<file path="src/rtl/vga_value_panel.sv">
// On-screen decimal readout of NUM_CH live values: per-frame snapshot, sequential double-dabble
// conversion into a back buffer, atomic commit to the front buffer, 2-clk pixel pipeline.

module letter_gene #(
  parameter int W = 60,
  parameter int H = 100
) (
  input  logic [7:0] char_i,
  input  logic [9:0] x_i,
  input  logic [9:0] y_i,
  output logic       pix_o
);
  localparam int TW = W / 6;
  localparam int TH = H / 10;
  int x, y, d1, d2;

  always_comb begin
    x  = int'(x_i);
    y  = int'(y_i);
    d1 = x * H - y * W;
    d2 = x * H - (H - 1 - y) * W;
    if (d1 < 0) d1 = -d1;
    if (d2 < 0) d2 = -d2;
    pix_o = 1'b0;
    case (char_i)
      8'h20:   pix_o = 1'b0;
      8'h2D:   pix_o = (x >= TW) && (x < W - TW) && (y >= H/2 - TH/2) && (y < H/2 + TH/2);
      // colon cell is only DIGIT_GAP wide, so its dots span the full strip width
      8'h3A:   pix_o = ((y >= H/4 - TH) && (y < H/4 + TH)) ||
                       ((y >= 3*H/4 - TH) && (y < 3*H/4 + TH));
      8'h58:   pix_o = (d1 < TW * H) || (d2 < TW * H);
      default: pix_o = (x < TW) || (x >= W - TW) || (y < TH) || (y >= H - TH);
    endcase
  end
endmodule

module num_gen #(
  parameter int W = 60,
  parameter int H = 100
) (
  input  logic [3:0] dig_i,
  input  logic [9:0] x_i,
  input  logic [9:0] y_i,
  output logic       pix_o
);
  localparam int TW = W / 6;
  localparam int TH = H / 10;
  logic [6:0] seg;
  logic hx, vl, vr, up, lo;
  int x, y;

  always_comb begin
    x = int'(x_i);
    y = int'(y_i);
    case (dig_i) // {a,b,c,d,e,f,g}
      4'd0: seg = 7'b1111110;
      4'd1: seg = 7'b0110000;
      4'd2: seg = 7'b1101101;
      4'd3: seg = 7'b1111001;
      4'd4: seg = 7'b0110011;
      4'd5: seg = 7'b1011011;
      4'd6: seg = 7'b1011111;
      4'd7: seg = 7'b1110000;
      4'd8: seg = 7'b1111111;
      4'd9: seg = 7'b1111011;
      default: seg = 7'b0000000;
    endcase
    hx = (x >= TW) && (x < W - TW);
    vl = (x < TW);
    vr = (x >= W - TW);
    up = (y >= TH/2) && (y < H/2);
    lo = (y >= H/2) && (y < H - TH/2);
    pix_o = (seg[6] && hx && (y < TH)) || (seg[5] && vr && up) || (seg[4] && vr && lo) ||
            (seg[3] && hx && (y >= H - TH)) || (seg[2] && vl && lo) || (seg[1] && vl && up) ||
            (seg[0] && hx && (y >= H/2 - TH/2) && (y < H/2 + TH/2));
  end
endmodule

module vga_value_panel #(
  parameter int          NUM_CH     = 3,
  parameter int          VAL_W      = 8,
  parameter int          NUM_DIG    = 3,
  parameter int          SIGNED     = 0,
  parameter int          BASE_X     = 50,
  parameter int          BASE_Y     = 50,
  parameter int          CELL_W     = 60,
  parameter int          CELL_H     = 100,
  parameter int          DIGIT_GAP  = 10,
  parameter int          LINE_PITCH = 120,
  parameter logic [11:0] FG_RGB     = 12'h000,
  parameter logic [11:0] BG_RGB     = 12'hFFF
) (
  input  logic                    clk,
  input  logic                    rst,
  input  logic                    frame_start,
  input  logic [NUM_CH*VAL_W-1:0] values,
  input  logic [9:0]              counter_x,
  input  logic [9:0]              counter_y,
  input  logic                    in_display,
  output logic [3:0]              vga_r,
  output logic [3:0]              vga_g,
  output logic [3:0]              vga_b,
  output logic                    busy,
  output logic                    digits_valid,
  output logic                    overrun
);
  function automatic int need_dig(input int w);
    longint v;
    int n;
    v = (longint'(1) << w) - 1;
    n = 0;
    for (int i = 0; i < 8; i++) if (v > 0) begin n++; v = v / 10; end
    return n;
  endfunction

  if (NUM_DIG < need_dig(VAL_W)) begin : g_bad_dig
    $error("NUM_DIG too small for VAL_W");
  end
  if (NUM_CH < 1 || NUM_CH > 8) begin : g_bad_ch
    $error("NUM_CH out of range");
  end

  localparam int BW    = NUM_DIG * 4;
  localparam int NCELL = NUM_DIG + ((SIGNED != 0) ? 1 : 0);
  localparam int CHW   = (NUM_CH > 1) ? $clog2(NUM_CH) : 1;
  localparam int CNTW  = $clog2(VAL_W + 1);

  typedef enum logic [2:0] {S_IDLE, S_LOAD, S_SHIFT, S_STORE, S_COMMIT} state_t;
  state_t state_q, state_d;

  logic [NUM_CH-1:0][VAL_W-1:0] snap_q, snap_d;
  logic [CHW-1:0]               ch_q, ch_d;
  logic [CNTW-1:0]              cnt_q, cnt_d;
  logic [BW-1:0]                bcd_q, bcd_d, adj;
  logic [VAL_W-1:0]             sh_q, sh_d, cur;
  logic                         sgn_q, sgn_d;
  logic [NUM_CH-1:0][BW-1:0]    back_dig_q, back_dig_d, front_dig_q, front_dig_d;
  logic [NUM_CH-1:0]            back_sgn_q, back_sgn_d, front_sgn_q, front_sgn_d;
  logic                         dv_q, dv_d, busy_q, ovr_q;

  always_comb begin
    state_d = state_q;  snap_d = snap_q;  ch_d = ch_q;  cnt_d = cnt_q;
    bcd_d = bcd_q;  sh_d = sh_q;  sgn_d = sgn_q;  dv_d = dv_q;
    back_dig_d = back_dig_q;  back_sgn_d = back_sgn_q;
    front_dig_d = front_dig_q;  front_sgn_d = front_sgn_q;
    cur = snap_q[ch_q];
    adj = bcd_q;
    for (int i = 0; i < NUM_DIG; i++)
      if (adj[i*4 +: 4] >= 4'd5) adj[i*4 +: 4] = adj[i*4 +: 4] + 4'd3;
    unique case (state_q)
      S_IDLE: if (frame_start) begin
        snap_d  = values;
        ch_d    = '0;
        state_d = S_LOAD;
      end
      S_LOAD: begin
        bcd_d   = '0;
        cnt_d   = '0;
        sgn_d   = (SIGNED != 0) && cur[VAL_W-1];
        sh_d    = sgn_d ? (~cur + 1'b1) : cur;
        state_d = S_SHIFT;
      end
      S_SHIFT: begin
        {bcd_d, sh_d} = {adj, sh_q} << 1;
        cnt_d = cnt_q + 1'b1;
        if (cnt_q == CNTW'(VAL_W - 1)) state_d = S_STORE;
      end
      S_STORE: begin
        back_dig_d[ch_q] = bcd_q;
        back_sgn_d[ch_q] = sgn_q;
        if (ch_q == CHW'(NUM_CH - 1)) state_d = S_COMMIT;
        else begin
          ch_d    = ch_q + 1'b1;
          state_d = S_LOAD;
        end
      end
      S_COMMIT: begin
        front_dig_d = back_dig_q;
        front_sgn_d = back_sgn_q;
        dv_d        = 1'b1;
        state_d     = S_IDLE;
      end
      default: state_d = S_IDLE;
    endcase
  end

  always_ff @(posedge clk) begin
    if (rst) begin
      state_q <= S_IDLE;  snap_q <= '0;  ch_q <= '0;  cnt_q <= '0;
      bcd_q <= '0;  sh_q <= '0;  sgn_q <= 1'b0;  dv_q <= 1'b0;
      back_dig_q <= '0;  back_sgn_q <= '0;  front_dig_q <= '0;  front_sgn_q <= '0;
      busy_q <= 1'b0;  ovr_q <= 1'b0;
    end else begin
      state_q <= state_d;  snap_q <= snap_d;  ch_q <= ch_d;  cnt_q <= cnt_d;
      bcd_q <= bcd_d;  sh_q <= sh_d;  sgn_q <= sgn_d;  dv_q <= dv_d;
      back_dig_q <= back_dig_d;  back_sgn_q <= back_sgn_d;
      front_dig_q <= front_dig_d;  front_sgn_q <= front_sgn_d;
      busy_q <= (state_d != S_IDLE);
      ovr_q  <= frame_start && (state_q != S_IDLE);
    end
  end

  assign busy         = busy_q;
  assign digits_valid = dv_q;
  assign overrun      = ovr_q;

  // Stage 1: locate the cell under the beam; reads the front buffer only
  logic        hit_s, dig_s, hit_q, dig_q, disp_q;
  logic [7:0]  code_s, code_q;
  logic [9:0]  bx_s, by_s, bx_q, by_q, cx_q, cy_q;
  logic [BW-1:0] row;
  int cxi, cyi, y0, x0;

  always_comb begin
    hit_s = 1'b0;  dig_s = 1'b0;  code_s = 8'h00;  bx_s = '0;  by_s = '0;
    row = '0;  y0 = 0;  x0 = 0;
    cxi = int'(counter_x);
    cyi = int'(counter_y);
    for (int r = 0; r < NUM_CH; r++) begin
      y0 = BASE_Y + r * LINE_PITCH;
      if (cyi >= y0 && cyi < y0 + CELL_H) begin
        by_s = 10'(y0);
        row  = front_dig_q[r];
        if (cxi >= BASE_X && cxi < BASE_X + CELL_W) begin
          hit_s = 1'b1;  code_s = 8'(8'h58 + r);  bx_s = 10'(BASE_X);
        end else if (cxi >= BASE_X + CELL_W && cxi < BASE_X + CELL_W + DIGIT_GAP) begin
          hit_s = 1'b1;  code_s = 8'h3A;  bx_s = 10'(BASE_X + CELL_W);
        end
        for (int k = 0; k < NCELL; k++) begin
          x0 = BASE_X + CELL_W + DIGIT_GAP + k * (CELL_W + DIGIT_GAP);
          if (cxi >= x0 && cxi < x0 + CELL_W) begin
            hit_s = 1'b1;
            bx_s  = 10'(x0);
            if (SIGNED != 0 && k == 0) code_s = front_sgn_q[r] ? 8'h2D : 8'h20;
            else begin
              dig_s  = 1'b1;
              code_s = {4'h0, 4'(row >> (4 * (NCELL - 1 - k)))};
            end
          end
        end
      end
    end
  end

  // Stage 2: glyph lookup and colour
  logic [9:0]  rx, ry;
  logic        let_pix, num_pix, glyph;
  logic [11:0] rgb_d, rgb_q;

  assign rx = cx_q - bx_q;
  assign ry = cy_q - by_q;

  letter_gene #(.W(CELL_W), .H(CELL_H)) u_let (.char_i(code_q), .x_i(rx), .y_i(ry), .pix_o(let_pix));
  num_gen     #(.W(CELL_W), .H(CELL_H)) u_num (.dig_i(code_q[3:0]), .x_i(rx), .y_i(ry), .pix_o(num_pix));

  assign glyph = dig_q ? num_pix : let_pix;
  assign rgb_d = (hit_q && glyph) ? FG_RGB : (disp_q ? BG_RGB : 12'h000);

  always_ff @(posedge clk) begin
    if (rst) begin
      hit_q <= 1'b0;  dig_q <= 1'b0;  disp_q <= 1'b0;  code_q <= '0;
      bx_q <= '0;  by_q <= '0;  cx_q <= '0;  cy_q <= '0;  rgb_q <= '0;
    end else begin
      hit_q <= hit_s;  dig_q <= dig_s;  disp_q <= in_display;  code_q <= code_s;
      bx_q <= bx_s;  by_q <= by_s;  cx_q <= counter_x;  cy_q <= counter_y;  rgb_q <= rgb_d;
    end
  end

  assign {vga_r, vga_g, vga_b} = rgb_q;
endmodule
</file>
<file path="config.mk">
export PLATFORM = sky130hd
export DESIGN_NAME = vga_value_panel
export DESIGN_NICKNAME = d
export VERILOG_FILES = /design/src/rtl/vga_value_panel.sv
export SDC_FILE = /design/constraint.sdc
export NUM_CORES = 1
export LEC_CHECK = 0
export BUFFER_PORTS_ARGS = -buffer_cell sky130_fd_sc_hd__buf_4
export CELL_PAD_IN_SITES_DETAIL_PLACEMENT = 0
export CELL_PAD_IN_SITES_GLOBAL_PLACEMENT = 2
export CORE_MARGIN = 5
export CORE_UTILIZATION = 41
export CTS_CLUSTER_SIZE = 16
export DETAILED_ROUTE_END_ITERATION = 6
export PLACE_DENSITY = 0.95
export SLEW_MARGIN = 20
export SYNTH_ARGS = -nofsm -noshare
export SYNTH_HDL_FRONTEND = slang
export SYNTH_SLANG_ARGS = --single-unit
</file>
<file path="constraint.sdc">
create_clock -name clk -period 21.7 [get_ports clk]
set_clock_uncertainty 0.2 [all_clocks]
set_input_delay 2.17 -clock clk [delete_from_list [all_inputs] [get_ports clk]]
set_output_delay 2.17 -clock clk [all_outputs]
set_load 0.02 [all_outputs]
</file>
==> flow_metrics.tcl, run 1 <==
set metrics [dict create \
    outcome "complete, no violations" \
    r2r-start "by_q[3]$_SDFF_PP0_" \
    wl_um 36400 \
    rr_worst_depth 34 \
    hold_violations 0 \
    grtUsageTotal_pct 18.7 \
    diodes 0 \
    cp-startpoint "by_q[3]$_SDFF_PP0_" \
    ant_nets 0 \
    grt_max_degree 68 \
    cts_resized 0 \
    worstSkewPairLatency_ns 0.44 \
    cts_sinks 178 \
    initial_core_util_pct 41.4 \
    ys_seq_area_share_pct 25.1 \
    io_pins 63 \
    holdCritPathClass "reg -> reg" \
    synth_flop_cell "dfxtp_1" \
    dpl_cell_area_sq_um 15000 \
    fin_setup_tns_ns 0 \
    final_util_pct 45.3 \
    post-route-min-period_ns 8.87 \
    worstSetupEndpointType "flop" \
    syn_area_per_cell_sq_um 7.91 \
    fill_cells 3448 \
    postSynth.asyncResetShare_pct 0 \
    layout-drive-gt1-share_pct 7.74 \
    synth_edf_count 0 \
    stdcell_count 2276 \
    postLayoutCellArea_sq_um 15600 \
    path_class "reg -> reg" \
    grt_overflow_total 0 \
    drv_slew 0 \
    cts.clk_slew.worst_paths_ns 0.09 \
    synth.distinct_cells 85 \
    grt_pass1_wl_um 59800 \
    antenna_found_initial 0 \
    rsz0062_at_grt "false" \
    hp-start "back_dig_q[9]$_SDFFE_PP0P_" \
    grt_pass1_vias 11866 \
    cp.required_ns 21.82 \
    max_cap_viol_count 0 \
    die_h_um 196 \
    dr.pass1.iters 7 \
    worst_slew_pin_slew_ns 0.981 \
    synth-seq-cells 178 \
    root_buffer "clkbuf_16" \
    slowest_stage "xnor2_1" \
    holdPathStages 2 \
    vias_per_cell 5.38 \
    cts_inserted_buffers 17 \
    final_net_count 2072 \
    postCtsHoldBufs 0 \
    max_freq_mhz 113 \
    cp_max_fo 8 \
    dp.cells 2244 \
    dieWidth_um 196 \
    vias 12250 \
    slew_headroom_pct 34.1 \
    cts_tree "yes" \
    syn_inst 1796 \
    io_buffers 62 \
    cts_buffer_depth 2 \
    hpwl_um 28100 \
    synthesis.nets 2060 \
    wl_per_cell_um 16.0 \
    cp.arrival_ns 8.99 \
    startpoint_type "flop" \
    drc 0 \
    crit_top_cell "inv_1" \
    core_sq_um 34400 \
    dieArea_sq_um 38500 \
    routabilityCongestion 0.895 \
    synth_area_sq_um 14200 \
    yosys_warnings 0 \
    fin_crit_sh_pct 40.9 \
    cts_setup_buffers 0 \
    area_delta_synth_final_pct 9.54 \
    fp-row-count 68 \
    finalSetupViolCount 0 \
    first_iter_violations 838 \
    ctsHtreeMaxLevel 4 \
    slowest_delay_ns 0.77 \
]
[area by class of cell]
| cell class | instances | area, sq um | area share [%] |
|---|---|---|---|
| clock buffer | 17 | 425 | 2.73 |
| sequential | 178 | 3560 | 22.9 |
| timing repair buffer | 74 | 556 | 3.57 |
| clock inverter | 15 | 155 | 0.996 |
| inverter | 157 | 589 | 3.78 |
| tap | 455 | 569 | 3.66 |
| multi-input combinational | 1380 | 9710 | 62.4 |
[critical path, delay by kind of cell, from the launching register on]
kind	cells	cell delay [ns]
flops	1	0.32
xor+xnor	5	1.62
compound gates	8	1.33
buf+inv	6	0.82
mux	1	0.16
simple gates	7	1.74
fa+ha+maj	7	2.56
[cell usage after synthesis (5+ instances only)]
library cell,n,area [sq um]
a2111oi_0,7,61.3
a211o_1,5,43.8
a211oi_1,12,90.1
a21boi_0,7,52.6
a21o_1,24,180
a21oi_1,197,986
a22oi_1,13,97.6
a31oi_1,18,113
and2_1,10,62.6
and3_1,10,62.6
buf_4,11,82.6
clkbuf_1,62,233
dfxtp_1,178,3560
fa_1,41,821
ha_1,175,2190
inv_1,157,589
mux2i_1,13,130
nand2_1,273,1020
nand2b_1,16,100
nand3_1,29,145
nand4_1,14,87.6
nor2_1,102,383
nor2b_1,37,231
nor3_1,27,135
nor3b_1,6,45.0
nor4_1,8,50.1
o211a_1,5,50.1
o211ai_1,15,113
o21a_1,16,120
o21ai_0,71,355
o21bai_1,9,67.6
o221ai_1,8,70.1
o22ai_1,17,106
o31ai_1,8,60.1
or3_1,16,100
xnor2_1,53,464
xor2_1,27,236
[kinds of logic after synthesis]
family,after synthesis,share of synthesized area [%]
AOI/OAI and AO/OA,488,21.9
adders and majority gates,216,21.2
xor gates and xnor gates,82,5.16
buffers and inverters,238,6.65
muxes,15,1.07
DFF,178,25.1
and+or+nand+nor,579,18.9
[path summary, 6_finish.rpt]
path                                      end  slack (ns)
setup / recovery         rgb_q[10]$_SDFF_PP0_       12.83
hold / removal    front_dig_q[9]$_SDFFE_PP0N_        0.25
hold reg to reg   front_dig_q[9]$_SDFFE_PP0N_        0.25
setup reg to reg         rgb_q[10]$_SDFF_PP0_       12.83
[through the flow]
stage | setup WS, ns | hold slack [ns]
2_1_floorplan | 13.28 | 0.232
3_3_place_gp | 13.10 | 0.239
3_5_place_dp | 12.81 | 0.245
4_1_cts | 12.82 | 0.254
5_1_grt | 12.15 | 0.261
6_report | 12.83 | 0.253
[flip-flops by register name (all words and copies together), names as in the netlist]
name          cells
u_num.seg         7
state_q           3
dig_q             1
disp_q            1
snap_q           24
digits_valid      1
cnt_q             4
front_dig_q      36
cx_q             10
busy              1
sh_q              8
cy_q             10
bx_q              8
rgb_q             1
overrun           1
code_q            7
hit_q             1
back_dig_q       36
bcd_q            12
ch_q              2
by_q              4
[per-layer routing]
layer	global-route usage, %	vias up	part of all wire [%]
met5	0	-	0
met4	4.99	0	1.8
met3	1.92	36	2.7
met2	33.2	211	50
met1	24.2	5758	46
li1	-	6245	-
[cell usage in the layout (no fill, tap or decap), types with 10 or more instances in the layout]
cell type  instances
a31oi_1           18
xnor2_1           53
a211oi_1          12
nor2b_1           37
mux2i_1           13
nand2_1          273
fa_1              41
nor3_1            27
xor2_1            27
dfxtp_1          178
and2_1            10
or3_1             16
a22oi_1           13
nor2_1           102
inv_1            157
nand3_1           29
and3_1            10
nand4_1           14
buf_4             74
o22ai_1           17
a21oi_1          197
o21a_1            16
o21ai_0           71
nand2b_1          16
a21o_1            24
o211ai_1          15
ha_1             175
clkbuf_16         17
Power of run 1 is left out: the tool's default activity adds up to more than one toggle a clock period on the data nets, which glitch-free logic cannot reach.
==> run 2, diff against run 1 <==
CORE_UTILIZATION = 38   (was 41)
PLACE_DENSITY = 0.9   (was 0.95)
clock period = 8.7 ns   (was 21.7 ns; I/O delays follow)
==> run 2 against run 1 <==
Fmax rose by 9.3%. Routed wire length rose by 0.76%. First-iteration DRC count fell by 24%. Highest routed layer unchanged.
==> flow_metrics.tcl, run 2 (synthesis gave the netlist of run 1 again) <==
set metrics [dict create \
    fp-row-count 70 \
    dpl_cell_area_sq_um 15000 \
    grtUsageTotal_pct 17.6 \
    post-route-min-period_ns 8.12 \
    grt_overflow_total 0 \
    layout-drive-gt1-share_pct 8.16 \
    dieArea_sq_um 41400 \
    dr.pass1.iters 5 \
    fin_crit_sh_pct 93.3 \
    startpoint_type "flop" \
    crit_top_cell "ha_1" \
    die_h_um 203 \
    cts_sinks 178 \
    dieWidth_um 203 \
    worst_slew_pin_slew_ns 0.996 \
    slowest_delay_ns 0.53 \
    cts_tree "yes" \
    grt_util_met3_pct 2.59 \
    io_pins 63 \
    cts_inserted_buffers 17 \
    ant_nets 0 \
    cp_max_fo 7 \
    holdCritPathClass "reg -> reg" \
    antenna_found_initial 0 \
    max_cap_viol_count 0 \
    first_iter_violations 639 \
    grt_pass1_vias 12004 \
    wl_um 36700 \
    gr-usage-met2_pct 30.8 \
    slew_headroom_pct 33.3 \
    finalSetupViolCount 0 \
    drv_slew 0 \
    diodes 0 \
    reg_top3 "back_dig_q (36), front_dig_q (36), snap_q (24)" \
    hpwl_um 28500 \
    critPathBufInv 2 \
    cts_buffer_depth 2 \
    cp.arrival_ns 8.23 \
    outcome "complete, no violations" \
    cp.required_ns 8.81 \
    worstSkewPairLatency_ns 0.44 \
    grt_max_degree 72 \
    vias 12390 \
    grt_pass1_wl_um 60600 \
    slowest_stage "fa_1" \
    path_class "reg -> reg" \
    core_sq_um 36800 \
    final_net_count 2076 \
    root_buffer "clkbuf_16" \
    final_cell_mix "nand2_1 (273), a21oi_1 (197), dfxtp_1 (178)" \
    io_buffers 62 \
    max_freq_mhz 123 \
    vias_per_cell 5.40 \
    initial_core_util_pct 38.6 \
    area_delta_synth_final_pct 10.3 \
    critPathTopFamily "compound AO/OA/AOI/OAI gates" \
    final_common_cell "nand2_1" \
    postLayoutCellArea_sq_um 15700 \
    cts.clk_slew.worst_paths_ns 0.08 \
    met1_usage_pct 22.5 \
    grt-busiest-layer "met2" \
    worstSetupEndpointType "flop" \
    wl_per_cell_um 16.0 \
    drc 0 \
    hold_violations 0 \
    ctsHtreeMaxLevel 4 \
    routabilityCongestion 0.880 \
    postCtsHoldBufs 0 \
]
## run 2: metal layers
layer | vias to the layer above | routed length [um]
li1 | 6256 | -
met1 | 5896 | 16600
met2 | 189 | 18100
met3 | 49 | 1090
met4 | 0 | 949
met5 | - | 0
## run 2: stage by stage
step	worst slack (ns)	hold WS [ns]	std cells	utilization [%]	TNS [ns]
2_1_floorplan	0.279	0.232	1796	-	0
4_1_cts	0.190	0.252	2291	42.5	0
3_5_place_dp	0.193	0.241	2259	40.8	0
6_report	0.581	0.252	2293	42.6	0
3_3_place_gp	0.334	0.236	2259	40.8	0
5_1_grt	-0.0163	0.271	2293	42.6	-0.0163
## run 2: final cells by class
type | instances | area [sq um]
clock buffer | 17 | 425
clock inverter | 15 | 190
fill | 3786 | 21100
tap | 468 | 586
inverter | 157 | 589
sequential | 178 | 3560
multi-input combinational | 1380 | 9740
timing repair buffer | 78 | 586
## run 2: worst paths after layout
check	slack [ns]	endpoint	startpoint	cells after the start
hold / removal	0.25	front_dig_q[12]$_SDFFE_PP0N_	back_dig_q[12]$_SDFFE_PP0P_	2
setup reg to reg	0.58	rgb_q[10]$_SDFF_PP0_	by_q[4]$_SDFF_PP0_	32
setup / recovery	0.58	rgb_q[10]$_SDFF_PP0_	by_q[4]$_SDFF_PP0_	32
hold reg to reg	0.25	front_dig_q[12]$_SDFFE_PP0N_	back_dig_q[12]$_SDFFE_PP0P_	2
## run 2: tightest hold or removal path: cells and delay by family, from the launching register on
family          cells  cell delay (ns)
compound gates      1             0.05
simple gates        1             0.05
flops               1             0.31
## run 2: timing repair
| action | 4_1_cts | 5_1_grt |
|---|---|---|
| setup buffers | 0 | 2 |
| endpoints found under the setup margin | 0 | 1 |
| gates resized for setup | 0 | 5 |
Power of run 2 is left out for the same reason.
==> run 3, diff against run 2 <==
CORE_UTILIZATION = 34   (was 38)
PLACE_DENSITY = 0.86   (was 0.9)
clock period = 7.05 ns   (was 8.7 ns; I/O delays follow)
==> run 3 against run 2 <==
The run now ends with negative setup slack left. Non-clock buffer count is 110 higher. Flip-flop and latch count is the same. Fmax up 13%. Critical path type unchanged. Via count rose by 1.3%. Critical path depth grew 3. Worst setup slack worse by 0.69 ns. Global-route usage is 1.9 points lower. Die area rose by 11%.
==> flow_metrics.tcl, run 3 (synthesis gave the netlist of run 1 again) <==
set metrics [dict create \
    outcome "finished with violations" \
    violations "negative setup slack" \
    holdCritPathClass "reg -> reg" \
    whs_ns 0.255 \
    final_cell_mix "nand2_1 (270), a21oi_1 (187), buf_4 (187)" \
    critPathBufInv 6 \
    max_cap_viol_count 0 \
    dpl_cell_area_sq_um 16000 \
    grtUsageTotal_pct 15.7 \
    final_common_cell "nand2_1" \
    startpoint_type "flop" \
    path_class "reg -> reg" \
    dieWidth_um 214 \
    routabilityCongestion 0.899 \
    post-route-min-period_ns 7.16 \
    hpwl_um 29500 \
    first_iter_violations 730 \
    dr.pass1.iters 6 \
    fin_crit_sh_pct 102 \
    slowest_stage "fa_1" \
    multi_input_area_sq_um 10200 \
    reg_top3 "back_dig_q (36), front_dig_q (36), snap_q (24)" \
    slew_headroom_pct 34.4 \
    hold_violations 0 \
    worstSetupEndpointType "flop" \
    grt_pass1_wl_um 61400 \
    cts_tree "yes" \
    fp-row-count 75 \
    drc 0 \
    postCtsHoldBufs 0 \
    area_delta_synth_final_pct 20.0 \
    root_buffer "clkbuf_16" \
    cp_max_fo 4 \
    io_buffers 62 \
    stdcell_count 2473 \
    worstSkewPairLatency_ns 0.44 \
    io_pins 63 \
    worst_slew_pin_slew_ns 0.984 \
    initial_core_util_pct 34.1 \
    postLayoutCellArea_sq_um 17100 \
    dp.cells 2427 \
    ant_nets 0 \
    core_sq_um 41700 \
    dieArea_sq_um 46000 \
    grt_max_degree 95 \
    final_net_count 2186 \
    grt_pass1_vias 12427 \
    vias_per_cell 5.08 \
    regArea_sq_um 3570 \
    drv_slew 0 \
    wl_per_cell_um 15.1 \
    cp.arrival_ns 7.28 \
    cts_inserted_buffers 17 \
    fill_cells 4274 \
    rsz0062_at_grt "true" \
    finalWorstSetupSlack_ns -0.109 \
    max_freq_mhz 140 \
    vias 12551 \
    preCtsSetupSlack_ns -0.291 \
    slowest_delay_ns 0.48 \
    critPathTopFamily "compound AO/OA/AOI/OAI gates" \
    antenna_found_initial 0 \
    cts_sinks 178 \
    cp.required_ns 7.18 \
    ctsHtreeMaxLevel 4 \
    grt_overflow_total 0 \
    layout-drive-gt1-share_pct 17.3 \
    finalSetupViolCount 1 \
    wl_um 37300 \
    cts.clk_slew.worst_paths_ns 0.08 \
    cts_buffer_depth 2 \
    diodes 0 \
    die_h_um 214 \
]
run 3: changes by cell type in the layout (fill, tap and decap cells not counted), moves of 5 or more:
cell / before / now
ha_1: 175 / 156
a21oi_1: 197 / 187
o21ai_0: 71 / 65
inv_2: 1 / 10
inv_1: 156 / 147
a21oi_2: 2 / 11
xnor2_1: 52 / 46
buf_4: 78 / 187
ha_4: 0 / 12
ha_2: 0 / 7
nor2_1: 102 / 97
run 3: area by class of cell:
type	instances	share of cell area, %
clock inverters	12	1.00
clock buffers	19	2.60
inverters	157	3.46
flip-flops and latches	178	20.9
multi-input cells	1380	59.8
repair buffers	188	8.30
well taps	539	3.95
run 3: path summary, 6_finish.rpt:
kind	startpoint	end	slack [ns]	cells after the start
worst min register to register	sh_q[6]$_SDFFE_PP0P_	sh_q[6]$_SDFFE_PP0P_	0.25	2
worst max-delay path	by_q[4]$_SDFF_PP0_	rgb_q[10]$_SDFF_PP0_	-0.11	35
worst max register to register	by_q[4]$_SDFF_PP0_	rgb_q[10]$_SDFF_PP0_	-0.11	35
worst min-delay path	sh_q[6]$_SDFFE_PP0P_	sh_q[6]$_SDFFE_PP0P_	0.25	2
run 3: worst reg2reg max path, delay by kind of cell, from the launching register on:
kind	cells	cell delay [ns]
AOI/OAI and AO/OA	13	2.31
xor gates and xnor gates	3	0.44
adders and majority gates	7	2.09
buffers and inverters	6	0.39
DFF	1	0.32
and+or+nand+nor	6	1.32
run 3: per-layer routing:
| metal | global-route usage, % | vias up | wire length, um |
|---|---|---|---|
| met4 | 3.54 | 0 | 528 |
| met1 | 20.0 | 5904 | 16900 |
| met5 | 0 | - | 0 |
| met3 | 1.71 | 32 | 699 |
| met2 | 28.6 | 142 | 19100 |
| li1 | - | 6473 | - |
run 3: metrics by stage:
| step | utilization, % | setup TNS, ns |
|---|---|---|
| after floorplan | - | -0.291 |
| after global placement | 38.5 | -0.165 |
| after detailed placement | 38.5 | -0.291 |
| after CTS | 40.5 | -0.0910 |
| after global routing | 40.9 | -0.363 |
| final | 40.9 | -0.109 |
run 3: timing repair:
action,CTS,global route
setup buffers,9,6
pin swaps,34,37
resized for setup,33,32
endpoints found under the setup margin,1,1
Power of run 3 is left out for the same reason.
